$ cat config.mk
export PLATFORM = sky130hd
export DESIGN_NAME = morse_keyer
export DESIGN_NICKNAME = d
export VERILOG_FILES = /design/src/rtl/morse_pkg.sv /design/src/rtl/morse_keyer_unit_timer.sv /design/src/rtl/morse_keyer.sv
export SDC_FILE = /design/constraint.sdc
export NUM_CORES = 1
export LEC_CHECK = 0
export BUFFER_PORTS_ARGS = -buffer_cell sky130_fd_sc_hd__buf_2
export CORE_UTILIZATION = 50
export CTS_BUF_LIST = sky130_fd_sc_hd__clkbuf_4 sky130_fd_sc_hd__clkbuf_8
export DETAILED_ROUTE_END_ITERATION = 16
export PLACE_DENSITY = 0.68
export SETUP_SLACK_MARGIN = 0.3
export SLEW_MARGIN = 20
export SYNTH_ARGS = -nofsm -noshare
export SYNTH_HDL_FRONTEND = slang
export SYNTH_SLANG_ARGS = --single-unit
$ cat constraint.sdc
create_clock -name clk -period 2.45 [get_ports clk]
set_input_delay 0 -clock clk [delete_from_list [all_inputs] [get_ports clk]]
set_output_delay 0 -clock clk [all_outputs]
set_load 0.02 [all_outputs]
$ cat src/rtl/morse_pkg.sv
// Shared Morse symbol encoding and keyer state definitions.
package morse_pkg;

  localparam logic [2:0] DOT_SYM  = 3'b010;
  localparam logic [2:0] DASH_SYM = 3'b110;
  localparam logic [2:0] MASK_SYM = 3'b000;

  localparam int unsigned SYM_ON_BIT   = 1;
  localparam int unsigned SYM_LONG_BIT = 2;

  typedef enum logic [1:0] {
    StIdle,
    StFetch,
    StMark,
    StGap
  } keyer_state_e;

  // Tone length in units for a symbol with the on bit set.
  function automatic logic [1:0] mark_units(input logic [2:0] sym);
    return sym[SYM_LONG_BIT] ? 2'd3 : 2'd1;
  endfunction

endpackage

$ cat src/rtl/morse_keyer_unit_timer.sv
// Counts a loaded number of time units, each UNIT_CYCLES clocks long, and
// flags the final cycle of the last unit.
module unit_timer #(
  parameter int unsigned UNIT_CYCLES = 50000
) (
  input  logic       clk,
  input  logic       rst,
  input  logic       load,
  input  logic [1:0] units,
  output logic       done
);

  localparam int unsigned CW = (UNIT_CYCLES > 1) ? $clog2(UNIT_CYCLES) : 1;
  localparam logic [CW-1:0] LAST = CW'(UNIT_CYCLES - 1);

  logic [CW-1:0] cycle_q;
  logic [1:0]    units_q;
  logic          wrap;

  assign wrap = (cycle_q == LAST);
  // units_q is only non-zero while a MARK or GAP is running.
  assign done = wrap && (units_q == 2'd1);

  always_ff @(posedge clk) begin
    if (rst) begin
      cycle_q <= '0;
      units_q <= '0;
    end else if (load) begin
      cycle_q <= '0;
      units_q <= units;
    end else if (units_q != 2'd0) begin
      if (wrap) begin
        cycle_q <= '0;
        units_q <= units_q - 2'd1;
      end else begin
        cycle_q <= cycle_q + CW'(1);
      end
    end
  end

endmodule

$ cat src/rtl/morse_keyer.sv
// Pulls Morse symbols from the decoder and turns each into a timed key signal.
module morse_keyer
  import morse_pkg::*;
#(
  parameter int unsigned UNIT_CYCLES = 50000,
  parameter int unsigned MASK_UNITS  = 2
) (
  input  logic       clk,
  input  logic       rst,
  input  logic       enable,
  input  logic [2:0] symbol_in,
  output logic       symbol_request,
  output logic       key_out,
  output logic       busy
);

  keyer_state_e state_q, state_d;
  logic         load;
  logic [1:0]   load_units;
  logic         done;
  logic         key_q;
  logic         busy_q;

  unit_timer #(
    .UNIT_CYCLES(UNIT_CYCLES)
  ) u_unit_timer (
    .clk  (clk),
    .rst  (rst),
    .load (load),
    .units(load_units),
    .done (done)
  );

  always_comb begin
    state_d    = state_q;
    load       = 1'b0;
    load_units = 2'd1;
    unique case (state_q)
      StIdle: begin
        if (enable) state_d = StFetch;
      end
      StFetch: begin
        load = 1'b1;
        if (symbol_in[SYM_ON_BIT]) begin
          state_d    = StMark;
          load_units = mark_units(symbol_in);
        end else begin
          state_d    = StGap;
          load_units = 2'(MASK_UNITS);
        end
      end
      StMark: begin
        // Every mark is followed by a one-unit intra-character gap.
        if (done) begin
          state_d    = StGap;
          load       = 1'b1;
          load_units = 2'd1;
        end
      end
      StGap: begin
        if (done) state_d = enable ? StFetch : StIdle;
      end
      default: state_d = StIdle;
    endcase
  end

  always_ff @(posedge clk) begin
    if (rst) begin
      state_q <= StIdle;
      key_q   <= 1'b0;
      busy_q  <= 1'b0;
    end else begin
      state_q <= state_d;
      key_q   <= (state_d == StMark);
      busy_q  <= (state_d != StIdle);
    end
  end

  // Combinational so the symbol is consumed on the same edge it is requested.
  assign symbol_request = (state_q == StFetch) && !rst;
  assign key_out        = key_q;
  assign busy           = busy_q;

endmodule

After elaboration in Yosys (flattened, before gate mapping)
Index checks and enable logic that the tools add are counted.
{ "totals": {"regBits": 22, "input_bits": 6, "wordCells": 38, "out_inout_bits": 3} }
{ "op_classes": {"n_addsub": 2, "reduce_logical": 10, "mux": 15, "eq_ne": 6} }
{ "ops": {"columns": ["op", "count"], "rows": [
  ["two-way mux 2 bit", 9],
  ["adder 16 x 1 -> 16 bit, second input constant", 1],
  ["== test 16 bit, second input constant", 1],
  ["two-way mux 16 bit", 1],
  ["one-hot mux 2 bit (4 select lines)", 1],
  ["nonzero test 2 bit", 4],
  ["== test 2 bit, second input constant", 3],
  ["== test 2 x 1 -> 1 bit, second input constant", 2],
  ["two-way mux 1 bit", 3],
  ["logical AND 1 bit", 2],
  ["zero test 2 bit", 1],
  ["one-hot mux 1 bit (2 select lines)", 1],
  ["AND reduction 2 bit", 1],
  ["OR reduction 2 bit", 1],
  ["subtractor 2 x 1 -> 2 bit, second input constant", 1],
  ["zero test 1 bit", 1]
]} }

Logic depth before layout (Yosys ltp)
Gate-level depths: netlist of run 1.
{ "depth": {"word_depth": 6, "ltp_mapped": 7, "ltp_nobuf": 6} }

By module
A second synthesis of run 1 with hierarchy kept.
{ "hier_totals": {"hier_cells": 131, "hier_area_um2": 1176.1} }
{ "by_module_without_submodules": {"columns": ["module", "instances", "cells_each", "seq_area_each_um2", "area_each_um2"], "rows": [
  ["unit_timer", 1, 102, 360.3, 915.9],
  ["morse_keyer", 1, 29, 80.1, 260.2]
]} }

Least setup slack after synthesis of run 1
Ideal clock, no wire load.
{ "synth_timing": {"path_kind": "register to register", "startpoint": "register u_unit_timer.units_q[0]", "endpoint": "register u_unit_timer.units_q[0]", "setup_ns": 0.086, "stages_incl_launch_ff": 7, "slack_ns": 0.505, "synth_period_minus_slack_ns": 1.945, "t_arrival_ns": 1.859, "path_buffers": 0, "required_time_ns": 2.364, "path_cell_list": "dfxtp_1 > inv_1 > ha_1 > or4bb_1 > or4_4 > xnor2_1 > a211oi_1"} }
{ "synth_via": {"elab_chain_len": 6, "word_cells_on_any_way": 12, "classes_between": "1 x add/sub; 1 x eq/ne; 5 x mux; 5 x reduce/logical"} }
{ "synth_lines": {"columns": ["element", "line", "source"], "rows": [
  ["start: declaration", "morse_keyer_unit_timer.sv:17", "logic [1:0] units_q;"],
  ["start signal: assignment", "morse_keyer_unit_timer.sv:30", "units_q <= units;"],
  ["start signal: assignment", "morse_keyer_unit_timer.sv:34", "units_q <= units_q - 2'd1;"],
  ["== test 2 x 1 -> 1 bit", "morse_keyer_unit_timer.sv:22", "assign done = wrap && (units_q == 2'd1);"],
  ["logical AND 1 bit", "morse_keyer_unit_timer.sv:22", null],
  ["two-way mux 1 bit", "morse_keyer.sv:54", "if (done) begin"],
  ["one-hot mux 1 bit (2 select lines)", "morse_keyer.sv:38", "unique case (state_q)"],
  ["nonzero test 2 bit (no line)", null, null],
  ["AND reduction 2 bit (no line)", null, null]
]} }
Several ways; a longest one is shown, not always the timed one. The select of a mux whose other input is x is not followed.
A chain may end at the register's enable or synchronous reset.

Worst setup path after layout of run 1
Ends and elaborated chain as after synthesis.

==> results of run 1 <==
per-stage QoR:
stage / cells / power [W]
6_report: 185 / 0.0008688
5_1_grt: 185 / 0.0009358
4_1_cts: 185 / 0.0008714
3_5_place_dp: 181 / 0.0007115
3_3_place_gp: 181 / 0.0006993
2_1_floorplan: 146 / 0.0006434
flip-flops by register name, summed over array words and instances, names as in the netlist:
| register | cells |
|---|---|
| u_unit_timer.cycle_q | 16 |
| state_q | 2 |
| u_unit_timer.units_q | 2 |
| busy | 1 |
| key_out | 1 |
layer usage:
layer | track usage, % | share of wire [%]
met4 | 9.649 | 0.57
met1 | 32.17 | 51
met3 | 3.768 | 2.5
met2 | 31.86 | 46
met5 | 0 | 0
area by class of cell:
type                            instances  share of cell area (%)
Multi-Input combinational cell        116                   58.87
Tap cell                               30                   2.700
Inverter                                5                   1.350
Timing Repair Buffer                    9                   3.780
Clock buffer                            3                   1.620
Sequential cell                        22                   31.68
final timing paths:
path / depth (start not counted) / start / end
worst max-delay path: 6 / u_unit_timer.units_q[0] / u_unit_timer.units_q[0]
worst min-delay path: 3 / symbol_in[1] / u_unit_timer.units_q[0]
worst max register to register: 6 / u_unit_timer.units_q[0] / u_unit_timer.units_q[0]
worst min register to register: 2 / u_unit_timer.cycle_q[0] / u_unit_timer.cycle_q[0]
timing repair:
action | CTS | global route
endpoints found under the setup margin | 0 | 2
resized for setup | 0 | 1
hold buffers | 1 | 0
hold endpoints to repair | 4 | 0
power groups by stage:
stage	sequential, W	clock (W)	combinational [W]
final	0.000420	0.000158	0.000291
after global routing	0.000425	0.000180	0.000331
after global placement	0.000424	0	0.000275
after detailed placement	0.000427	0	0.000284
after floorplan	0.000433	0	0.000211
after CTS	0.000419	0.000163	0.000289
kinds of logic after synthesis:
family                     count (synthesis)
DFF                                       22
AOI/OAI and AO/OA                         23
and+or+nand+nor                           72
muxes                                      2
xor gates and xnor gates                  12
buffers and inverters                      8
adders and majority gates                  7
synth_stat cells, types with 3 or more instances:
cell type  count  area [um2]
nand2_1       10       37.54
ha_1           7       87.58
a211oi_1       5       37.54
and4b_1        3       30.03
inv_1          5       18.77
nand4_1        4       25.02
nor3b_1        3       22.52
a21oi_1        5       25.02
nor3_1        12       60.06
xnor2_1        7       61.31
nor2b_1        4       25.02
nand3_1        7       35.03
o21ai_0        4       20.02
xor2_1         5       43.79
nand3b_1       3       22.52
nor2_1         7       26.28
dfxtp_1       22       440.4
critical path, cell delays in order (launching register included):
cell and delay, ps:
dfxtp_1 350, inv_1 70, ha_2 230, or4bb_1 530, or4_4 440, xnor2_1 140
a211oi_1 180
==> reports/qor.csv, run 1 <==
metric,value,unit
ys flop type,dfxtp_1,
Max Root-Sink Buffers,2,
unrepaired setup endpoints after global routing,no,
Routability Congestion,0.8101,
CTS HTree Levels,1,
status,"complete, no violations",
count of pins over their slew limit,0,
switch share,33.90,%
fmax,0.4971,GHz
Pre-Repair DR Iteration Count,5,
io pins,9,
setup ws final,438.3,ps
Flop pwr share,48.3,%
Synth async-reset ratio,0,%
pre-CTS WS,384.7,ps
vias in the first global route,1006,
NetSw,0.0002945,W
die width,52.75,um
Internal,0.0005743,W
synthesized area,1287,um2
clock-pin transition on the worst setup and hold timing paths,110,ps
initial antenna violation count,0,
DR DRC count,0,
Nets,170,
vias per inst,5.962,
combinational group share of total power,33.5,%
ratio of cells with drive above 1 in the final layout,11.61,%
Synth Area in Simple Gates,34.99,%
final antenna-violating net count,0,
total track usage,22.28,%
crit share post-route,82.11,%
Initial Util,52.45,%
r2r setup slk,440,ps
Post-Synthesis Cells,146,
Final Util,56.63,%
Root Driver,clkbuf_4,
pwr dens,625.0,nW/um2
# rows,18,
die span in y,52.75,um
synthesized flop and latch total,22,
worst-margin pin slew,449.4,ps
kind of critical path,reg2reg,
DRT iter0 DRCs,13,
number of synthesized flops with an enable pin,0,
maxcap violations,0,
crit path DAT,2230,ps
multi-input logic area,818.3,um2
syn_nets,159,
clock sink count,22,
post-synthesis to final-layout area growth,7.969,%
CTS tree,built,
hold slack,16.32,ps
startpoint types,register,
peak supply drop,0.5619,mV
Port Buffers,7,
# fillers,229,
Yosys cell types,47,
mux contribution to synthesized area,1.652,%
P_leak,0.4694,nW
first-pass GRT wire length,4574,um
Setup Viol. Count Final,0,
Inserted Diodes,0,
largest net degree at the start of global routing,17,
# Post-CTS Setup Buffers,0,
max_slew headroom,70.04,%
total wire length,2615,um
worst min path class,in2reg,
Setup Total Neg Slack,0,ps
wire per inst,14.14,um
worst skew pair latency,300,ps
via count,1103,
clk_skew,3.874,ps
placed cell areas,1355,um2
post-synthesis sequential area ratio,34.21,%
number of buffers created by CTS,3,
Hold Fails Final Rpt,0,
Avg Synthesized Cell Area,8.818,um2
Clk network pwr share,18.2,%
Core ar.,2455,um2
largest family of logic cells by synthesized area,simple AND/OR/NAND/NOR gates,
Worst setup EP type,register,
"commonest non-fill, non-tap cell in the layout",dfxtp_1,
CP Max Fanout,8,
worst path required time,2670,ps
Synth Area in Adders,6.803,%
complex-gate fraction of the synthesized area,11.76,%
DP HPWL,1936,um
Post-Synth XOR/XNOR Area,8.163,%
register area,440.4,um2
Synth Warn #,0,
fin area,1390,um2
gr ovfl total,0,
"commonest non-fill, non-tap cells in the layout","dfxtp_1, nor3_1, nand2_1",
fin crit period,2012,ps
die area,2782,um2
Power figures use the tool's default switching activity.
==> inputs of run 2 (changes only) <==
PLACE_DENSITY = 0.71   (was 0.68)
clock period = 1.8 ns   (was 2.45 ns; I/O delays follow)
==> reports/qor.csv, run 2 (same netlist as run 1, synthesis figures left out) <==
metric,value,unit,change
status,"complete, but fails checks",,"was complete, no violations"
failing checks,negative setup slack,,
Pre-Repair DR Iteration Count,4,,was 5
gr ovfl total,0,,unchanged
vias per inst,6.489,,was 5.962
Max Root-Sink Buffers,2,,unchanged
CP peak stage delay,550,ps,was 530 ps
# fillers,118,,was 229
pre-CTS WS,-92.03,ps,was 384.7 ps
clock-pin transition on the worst setup and hold timing paths,130,ps,was 110 ps
largest net degree at the start of global routing,14,,was 17
io pins,9,,unchanged
CTS tree,built,,unchanged
"commonest non-fill, non-tap cell in the layout",buf_4,,was dfxtp_1
worst hold endpoint,u_unit_timer.units_q[1],,was u_unit_timer.units_q[0]
die span in y,52.75,um,unchanged
Hold Path Depth,5,,was 3
post-synthesis to final-layout area growth,62.39,%,was 7.969%
crit path DAT,2260,ps,was 2230 ps
max reg flops,16,,unchanged
via count,1486,,was 1103
Top Registers,"u_unit_timer.cycle_q (16), state_q (2), u_unit_timer.units_q (2)",,unchanged
Root Driver,clkbuf_4,,unchanged
Worst setup EP type,register,,unchanged
count of pins over their slew limit,0,,unchanged
Port Buffers,7,,unchanged
DR DRC count,0,,unchanged
wire per inst,22.09,um,was 14.14 um
Hold Startpoint,symbol_in[2],,was symbol_in[1]
die area,2782,um2,unchanged
vias in the first global route,1281,,was 1006
Core ar.,2455,um2,unchanged
DRT iter0 DRCs,109,,was 13
peak supply drop,0.8814,mV,was 0.5619 mV
Nets,213,,was 170
total wire length,5059,um,was 2615 um
kind of critical path,reg2reg,,unchanged
first-pass GRT wire length,6175,um,was 4574 um
maxcap violations,0,,unchanged
worst-margin pin slew,402.6,ps,was 449.4 ps
Worst path slowest cell,or4bb_1,,unchanged
Inserted Diodes,0,,unchanged
worst path required time,2050,ps,was 2670 ps
hold slack,76.18,ps,was 16.32 ps
number of buffers created by CTS,3,,unchanged
r2r setup slk,-210,ps,was 440 ps
Routability Congestion,0.8502,,was 0.8101
largest register by flop count,u_unit_timer.cycle_q,,unchanged
Initial Util,52.45,%,unchanged
startpoint types,register,,unchanged
DP HPWL,2126,um,was 1936 um
multi-input logic area,1064,um2,was 818.3 um2
clk_skew,8.377,ps,was 3.874 ps
ratio of cells with drive above 1 in the final layout,54.27,%,was 11.61%
die width,52.75,um,unchanged
fin crit period,2010,ps,was 2012 ps
crit share post-route,111.7,%,was 82.11%
P_leak,0.8127,nW,was 0.4694 nW
unrepaired setup endpoints after global routing,yes,,was no
register area,454.2,um2,was 440.4 um2
FF-to-FF path depth,6,,unchanged
fin area,2091,um2,was 1390 um2
final antenna-violating net count,0,,unchanged
Hold Fails Final Rpt,0,,unchanged
worst skew pair latency,330,ps,was 300 ps
CP Max Fanout,2,,was 8
Setup Viol. Count Final,13,,was 0
max_slew headroom,72.81,%,was 70.04%
setup ws final,-210.0,ps,was 438.3 ps
Worst setup startpoint,u_unit_timer.units_q[0],,unchanged
pwr dens,859.8,nW/um2,was 625.0 nW/um2
r2r startpoint,u_unit_timer.units_q[0],,unchanged
critical-path cell list,inv_2 -> ha_4 -> or4bb_1 -> or4_4 -> xnor2_2 -> a211oi_2,,was inv_1 -> ha_2 -> or4bb_1 -> or4_4 -> xnor2_1 -> a211oi_1
Worst R2R End,u_unit_timer.units_q[0],,unchanged
"commonest non-fill, non-tap cells in the layout","buf_4, buf_6, dfxtp_1",,"was dfxtp_1, nor3_1, nand2_1"
fmax,0.4975,GHz,was 0.4971 GHz
initial antenna violation count,0,,unchanged
worst min path class,in2reg,,unchanged
# rows,18,,unchanged
total track usage,31.45,%,was 22.28%
placed cell areas,1539,um2,was 1355 um2
clock sink count,22,,unchanged
CTS HTree Levels,1,,unchanged
[run 2: layout make-up]
type | instances | area share, %
multi-input cells | 116 | 50.87
clock inverters | 1 | 1.436
flip-flops and latches | 22 | 21.72
repair buffers | 52 | 22.20
clock buffers | 3 | 1.077
well taps | 30 | 1.795
inverters | 5 | 0.8977
[run 2: layer usage]
metal	routed length (um)	GRT usage, %
met5	0	0
met4	188	13.16
met3	424	3.188
met2	2472	52.32
met1	1974	40.77
[run 2: worst max-delay path: cells and delay by family, from the launching register on]
family                   cells  cell delay, ps
adder cells (fa/ha/maj)      1             160
buffers and inverters        1              60
AND/OR/NAND/NOR              2            1020
flip-flops                   1             370
XOR/XNOR                     1             160
AO/OA/AOI/OAI                1             170
[run 2: through the flow]
| step | setup TNS [ps] | util [%] | total power [W] | instances |
|---|---|---|---|---|
| floorplan | -23.96 | - | 0.0009031 | 146 |
| global placement | -25.53 | 62.69 | 0.001009 | 202 |
| detailed placement | -92.03 | 62.69 | 0.001031 | 202 |
| CTS | -315.6 | 78.90 | 0.001631 | 222 |
| global route | -1721 | 85.17 | 0.001872 | 229 |
| finish | -954.2 | 85.17 | 0.001798 | 229 |
[run 2: worst max-delay path by stage]
stage	endpoint
finish	u_unit_timer.units_q[0]
global route	u_unit_timer.units_q[1]
CTS	u_unit_timer.units_q[0]
detailed placement	u_unit_timer.units_q[0]
global placement	u_unit_timer.units_q[0]
floorplan	u_unit_timer.units_q[0]
[run 2: repair_timing]
action,in CTS,in global routing
hold buffers,2,0
pin swaps,12,10
cloned,1,0
gates resized for setup,52,23
buffers inserted,13,7
endpoints found under the setup margin,22,22
endpoints found under the hold margin,4,0
[run 2: power breakdown]
part / switching (W) / total [W] / leakage (nW) / internal [W]
combinational: 0.000411 / 0.000813 / 0.602 / 0.000403
sequential: 0.0000390 / 0.000585 / 0.183 / 0.000546
clock: 0.000174 / 0.000399 / 0.0279 / 0.000226
